File: config.mk
export PLATFORM = sky130hd
export DESIGN_NAME = wb2spram
export DESIGN_NICKNAME = d
export VERILOG_FILES = /design/src/rtl/wb2spram_pkg.sv /design/src/rtl/wb2spram.sv
export SDC_FILE = /design/constraint.sdc
export NUM_CORES = 1
export LEC_CHECK = 0
export ABC_AREA = 1
export CAP_MARGIN = 20
export CORE_MARGIN = 4
export CORE_UTILIZATION = 45
export CTS_CLUSTER_DIAMETER = 60
export DETAILED_ROUTE_END_ITERATION = 6
export PLACE_DENSITY_LB_ADDON = 0.08
export SYNTH_ARGS = -nofsm -noshare
export SYNTH_HDL_FRONTEND = slang
export SYNTH_SLANG_ARGS = --single-unit
File: constraint.sdc
create_clock -name clk -period 4.7 [get_ports clk]
set_clock_uncertainty 0.05 [all_clocks]
set_input_delay 1.41 -clock clk [delete_from_list [all_inputs] [get_ports clk]]
set_output_delay 1.41 -clock clk [all_outputs]
set_load 0.02 [all_outputs]
File: src/rtl/wb2spram_pkg.sv
// wb2spram shared types: FSM states, full-select constant, byte-lane merge.
// Used by the Wishbone-to-single-port-RAM bridge.
package wb2spram_pkg;

  typedef enum logic {
    IDLE  = 1'b0,
    MERGE = 1'b1
  } state_t;

  localparam logic [3:0] SEL_FULL = 4'hF;

  function automatic logic [31:0] byte_merge(
    input logic [31:0] old_w,
    input logic [31:0] new_w,
    input logic [3:0]  sel
  );
    logic [31:0] r;
    r = old_w;
    for (int i = 0; i < 4; i++) begin
      if (sel[i]) r[8*i +: 8] = new_w[8*i +: 8];
    end
    return r;
  endfunction

endpackage

File: src/rtl/wb2spram.sv
// wb2spram: Wishbone B4 pipelined slave onto a 1-cycle synchronous single-port RAM.
// Partial writes use read-modify-write; WB2SPRAM_RANGE_CHECK_EN enables wb_err for wb_adr >= size.
module wb2spram
  import wb2spram_pkg::*;
#(
  parameter int size       = 65536,
  parameter int addr_width = $clog2(size) - 2
) (
  input  logic                  clk,
  input  logic                  rst,
  input  logic                  wb_cyc,
  input  logic                  wb_stb,
  input  logic                  wb_we,
  input  logic [31:0]           wb_adr,
  input  logic [3:0]            wb_sel,
  input  logic [31:0]           wb_dat_i,
  output logic [31:0]           wb_dat_o,
  output logic                  wb_ack,
  output logic                  wb_err,
  output logic                  wb_stall,
  output logic [addr_width-1:0] mem_addr,
  output logic                  mem_ce,
  output logic                  mem_we,
  output logic [31:0]           mem_d,
  input  logic [31:0]           mem_q
);

  state_t                state;
  logic [addr_width-1:0] held_addr;
  logic [3:0]            held_sel;
  logic [31:0]           held_dat;
  logic [31:0]           dat_hold;
  logic                  ack_r;
  logic                  err_r;
  logic                  rd_pend;
  logic                  is_merge;
  logic                  accept;
  logic                  oor;
  logic                  sel_full;
  logic                  sel_none;
  logic                  partial;
  logic                  unused;

  assign is_merge = (state == MERGE);
  assign wb_stall = is_merge;
  assign accept   = wb_cyc & wb_stb & ~is_merge;
  assign sel_full = (wb_sel == SEL_FULL);
  assign sel_none = (wb_sel == 4'h0);
  assign partial  = wb_we & ~sel_full & ~sel_none;

`ifdef WB2SPRAM_RANGE_CHECK_EN
  assign oor    = {1'b0, wb_adr} >= 33'(size);
  assign wb_err = err_r & wb_cyc;
  assign unused = ^{wb_adr[1:0]};
`else
  assign oor    = 1'b0;
  assign wb_err = 1'b0;
  assign unused = ^{wb_adr[31:addr_width+2], wb_adr[1:0], err_r};
`endif

  // Responses are registered but suppressed once the master drops cyc.
  assign wb_ack   = ack_r & wb_cyc;
  assign wb_dat_o = (rd_pend & wb_cyc) ? mem_q : dat_hold;

  // RAM port: straight from the bus in IDLE, merged write-back in MERGE.
  always_comb begin
    mem_addr = wb_adr[addr_width+1:2];
    mem_ce   = accept & ~oor & ~(wb_we & sel_none);
    mem_we   = accept & ~oor & wb_we & sel_full;
    mem_d    = wb_dat_i;
    if (is_merge) begin
      mem_addr = held_addr;
      mem_ce   = 1'b1;
      mem_we   = 1'b1;
      mem_d    = byte_merge(mem_q, held_dat, held_sel);
    end
    if (rst) begin
      mem_ce = 1'b0;
      mem_we = 1'b0;
    end
  end

  // FSM, response pulses and held read data.
  always_ff @(posedge clk or posedge rst) begin
    if (rst) begin
      state     <= IDLE;
      ack_r     <= 1'b0;
      err_r     <= 1'b0;
      rd_pend   <= 1'b0;
      dat_hold  <= '0;
      held_addr <= '0;
      held_sel  <= '0;
      held_dat  <= '0;
    end else begin
      ack_r   <= is_merge | (accept & ~oor & ~partial);
      err_r   <= accept & oor;
      rd_pend <= accept & ~oor & ~wb_we;
      if (rd_pend & wb_cyc) dat_hold <= mem_q;
      case (state)
        IDLE: begin
          if (accept & ~oor & partial) begin
            state     <= MERGE;
            held_addr <= wb_adr[addr_width+1:2];
            held_sel  <= wb_sel;
            held_dat  <= wb_dat_i;
          end
        end
        MERGE:   state <= IDLE;
        default: state <= IDLE;
      endcase
    end
  end

endmodule

* After elaboration in Yosys (flattened, before gate mapping)
Cells that the tools add are included.
** Word-level totals
- Bits in registers :: 85
- Input bits :: 105
- Logic and storage cells :: 43
** Cells by class
- Equal/unequal tests :: 1
- Multiplexer cells :: 13
- Bitwise operators :: 20
- Reduce and logical (&&, ||, !) cells :: 2
** Operators by type and width (count)
- $mux 32 :: 2
- $mux 8 :: 4
- $mux 14 :: 1
- $and 1x1->1 :: 13
- $not 1->1 :: 6
- $mux 1 :: 5
- $eq 4x4->1 const B :: 1
- $logic_not 4->1 :: 1
- $pmux 1 s2 :: 1
- $reduce_and 2->1 :: 1
- $or 1x1->1 :: 1

* Longest topological paths before layout
Gate-level depths: netlist (run 1).
- Depth in word-level cells :: 7
- Mapped depth :: 8

* Worst setup path after synthesis (run 1)
Ideal clock, no wire load.
- Path type :: in2out
- From :: input wb_cyc
- To :: output wb_dat_o[27]
- Arrival time :: 2.311 ns
- Slack :: 0.929 ns
- Stages :: 3
- Path through :: nand2_1 clkbuf_1 o21ai_0
** Between the ends
- Longest elaborated chain between the ends :: 2
** RTL lines
- start, declared :: RTL line wb2spram.sv:11 : input logic wb_cyc,
- $and 1x1->1 :: RTL line wb2spram.sv:63 : assign wb_dat_o = (rd_pend & wb_cyc) ? mem_q : dat_hold;
- $mux 32
- end, declared :: RTL line wb2spram.sv:17 : output logic [31:0] wb_dat_o,
Every way passes these cells.

* Final worst setup path (run 1)
- From :: input wb_cyc
- To :: output wb_dat_o[26]
The elaborated chain is that of the path after synthesis.

==> key figures, run 1 <==
Run status
  • Status: complete, no violations

Timing
  • Worst-Margin Slew: 0.811 ns
  • Worst rel slew slack: 45.8%
  • Fin crit share: 98.3%
  • Min Tclk post-route: 4.62 ns
  • Setup WS post-layout: 0.0801 ns
  • # setup viols final: 0
  • Hold_ws: 0.428 ns
  • Max Clock Freq: 216 MHz
  • RSZ-0062 raised after global routing: no
  • Setup_tns: 0 ns
  • Fin. max-slew vios: 0
  • Fin. Hold Viols: 0

Clock tree
  • Setup bufs post-CTS: 0
  • CTS root buf: clkbuf_8
  • Reg clk slew, reported paths: 0.08 ns
  • CTS Hold Bufs: 0
  • Num CTS Buffers: 9
  • Clock Latency Late Sink: 0.33 ns
  • CTS tree: yes
  • Clk sink count: 85
  • CTS H-tree lvls: 3
  • Post-CTS Resized: 0
  • Clk buf depth: 2

Placement
  • Gpl congestion: 0.790
  • DP HPWL: 8.07 mm
  • PortBufs: 168
  • Setup WS pre-CTS: 0.0513 ns
  • Post-DP Area: 5920 um2

Drt
  • Total Wirelength: approximately 12 mm
  • Vias/cell: 5.07
  • Drt drc: 0
  • Via count: 4212
  • Antenna-violating nets left: 0
  • Iteration-0 DRC Markers: between 200 and 250
  • Wirelength per Cell: 14.2 um
  • Pre-antenna DRT Iters: 5

Hold path
  • Hold Path Class: reg2reg

Layout
  • Final instance area: 6180 um2
  • Layout cell share with drive strength beyond 1: 4.17%
  • Fin nets: 820
  • Filler cells: 832
  • Synthesis-to-layout area growth: 46.5%
  • N_diodes: 0

Global route
  • Grt ovf: 0
  • Initial antenna violation count: 0
  • Vias in the first global route: roughly 4000
  • First-pass GRT wire length: 19.3 mm
  • Largest net degree at the start of global routing: 82
  • Global Route Usage Sum: about a fifth

Synth
  • Avg Inst Size Synth: 7.45 um2
  • Synth top area share: 50.4%
  • Ranking of synthesized cells by area: dfrtp_1, nand2_1, o21ai_0, nand3_1, nor2_1
  • Asr flop ratio synth: 100%
  • Post-Syn Nets: approximately 670
  • Count of cell types in the netlist: 20
  • Largest area contributor in the netlist: dfrtp_1
  • Top post-synthesis cells by count: nand2_1, dfrtp_1, nor2_1
  • Register area share after synthesis: 50.4%
  • Primary FF master, synth: dfrtp_1
  • Post-synthesis register bit count: 85
  • Most common cell in the netlist: nand2_1
  • Post-synth EDFFs: 0
  • Synth Cell Area: 4220 um2
  • Synth warn: 0
  • Post-synthesis cell count: 566

Power and ir drop
  • Leakage: 0.00310 uW
  • Clock power frac: ~28%
  • Sw frac: just over 30%
  • Switch Pwr: 679 uW
  • Sequential Power Share: 43.6%
  • Pint: roughly 1500 uW
  • Power Dens Cells: around 360 nW/um2
  • Maximum VDD drop: approximately 0.23 mV
  • Combinational power share: 28.5%

Floorplan
  • Die Wd: 105 um
  • Die area: 11000 um2
  • FP Rows: 35
  • IO Pins: 188
  • Initial Util: between 40% and 50%
  • Core area: 9200 um2
  • Die Y: about 100 um

Critical path
  • Critical Path Start Type: primary input
  • Critical Path RT: 3.24 ns
  • Critical Path AT: 3.16 ns
  • WS Path Type: in2out
  • Worst Setup End Kind: output port
  • CP max FO: 40

Job
  • Max cap viols: 0
[layer usage]
layer / global-route usage (%) / wire [um] / vias up
li1: - / - / 2085
met1: 29.7 / 5220 / 1965
met2: 33.6 / 5660 / 149
met3: 4.32 / 768 / 13
met4: 5.53 / 131 / 0
met5: 0 / 0 / -
[critical path: stages]
cell and delay, ns:
clkdlybuf4s50_1 0.52, nand2_2 0.12, buf_12 0.19, o21ai_0 0.25
clkdlybuf4s50_1 0.67
[metrics by stage]
step,cells,power (uW),util (%)
after global routing,831,2310,67.2
after global placement,815,1590,64.4
after floorplan,566,1290,-
after CTS,831,2220,67.0
after detailed placement,815,1600,64.4
final,831,2200,67.2
[state kept, by name, indices dropped and copies added, names as in the netlist]
signal and flops:
held_addr 14, held_dat 32, wb_stall 1, dat_hold 32, held_sel 4, rd_pend 1
ack_r 1
[cell usage in the layout, fill, tap and decap left out, types with 2 or more instances in the layout]
| cell type | instances |
|---|---|
| dfrtp_1 | 84 |
| buf_4 | 3 |
| nor2_1 | 67 |
| a21oi_1 | 34 |
| clkinv_4 | 2 |
| buf_12 | 3 |
| inv_1 | 34 |
| nand2_1 | 183 |
| dlymetal6s2s_1 | 7 |
| nand3_1 | 52 |
| nand2_2 | 2 |
| clkbuf_8 | 9 |
| clkdlybuf4s50_1 | 161 |
| nor2_4 | 2 |
| clkinv_2 | 2 |
| o21ai_0 | 64 |
| bufinv_16 | 3 |
[area by class of cell]
cell class              instances  area, um2  share of cell area [%]
flip-flops and latches         85       2130                    34.4
repair buffers                174       1780                    28.8
clock buffers                  10        128                    2.06
multi-input cells             407       1740                    28.2
well taps                     111        139                    2.25
inverters                      38        149                    2.41
clock inverters                 6        111                    1.80
[path summary, 6_finish.rpt]
check	from	end	slack, ns	cells after the start
max	wb_cyc	wb_dat_o[26]	0.08	5
min	held_dat[28]$_DFFE_PP0P_	held_dat[28]$_DFFE_PP0P_	0.43	2
max reg2reg	wb_stall$_DFF_PP0_	held_sel[0]$_DFFE_PP0P_	2.27	7
min reg2reg	held_dat[28]$_DFFE_PP0P_	held_dat[28]$_DFFE_PP0P_	0.43	2
max in group asynchronous	rst	held_dat[10]$_DFFE_PP0P_	2.38	3
min in group asynchronous	rst	held_addr[6]$_DFFE_PP0P_	1.54	2
[power groups by stage]
stage                     Combinational [uW]  Sequential, uW  Clock (uW)
after floorplan                          352             936           0
after global placement                   621             965           0
after detailed placement                 634             970           0
after CTS                                636             957         627
after global routing                     686             974         653
final                                    626             957         613
[kinds of logic after synthesis]
group                  after synthesis  share of synthesized area (%)
AOI/OAI and AO/OA                   98                           11.6
buffers and inverters               74                           8.28
DFF                                 85                           50.4
other                                1                         0.0889
and+or+nand+nor                    308                           29.6
Power figures use the tool's default switching activity.
==> inputs of run 2 (changes only) <==
CTS_CLUSTER_DIAMETER = 50   (was 60)
==> results of run 2 <==
Final layout, timing and power as in run 1 (identical DEF).
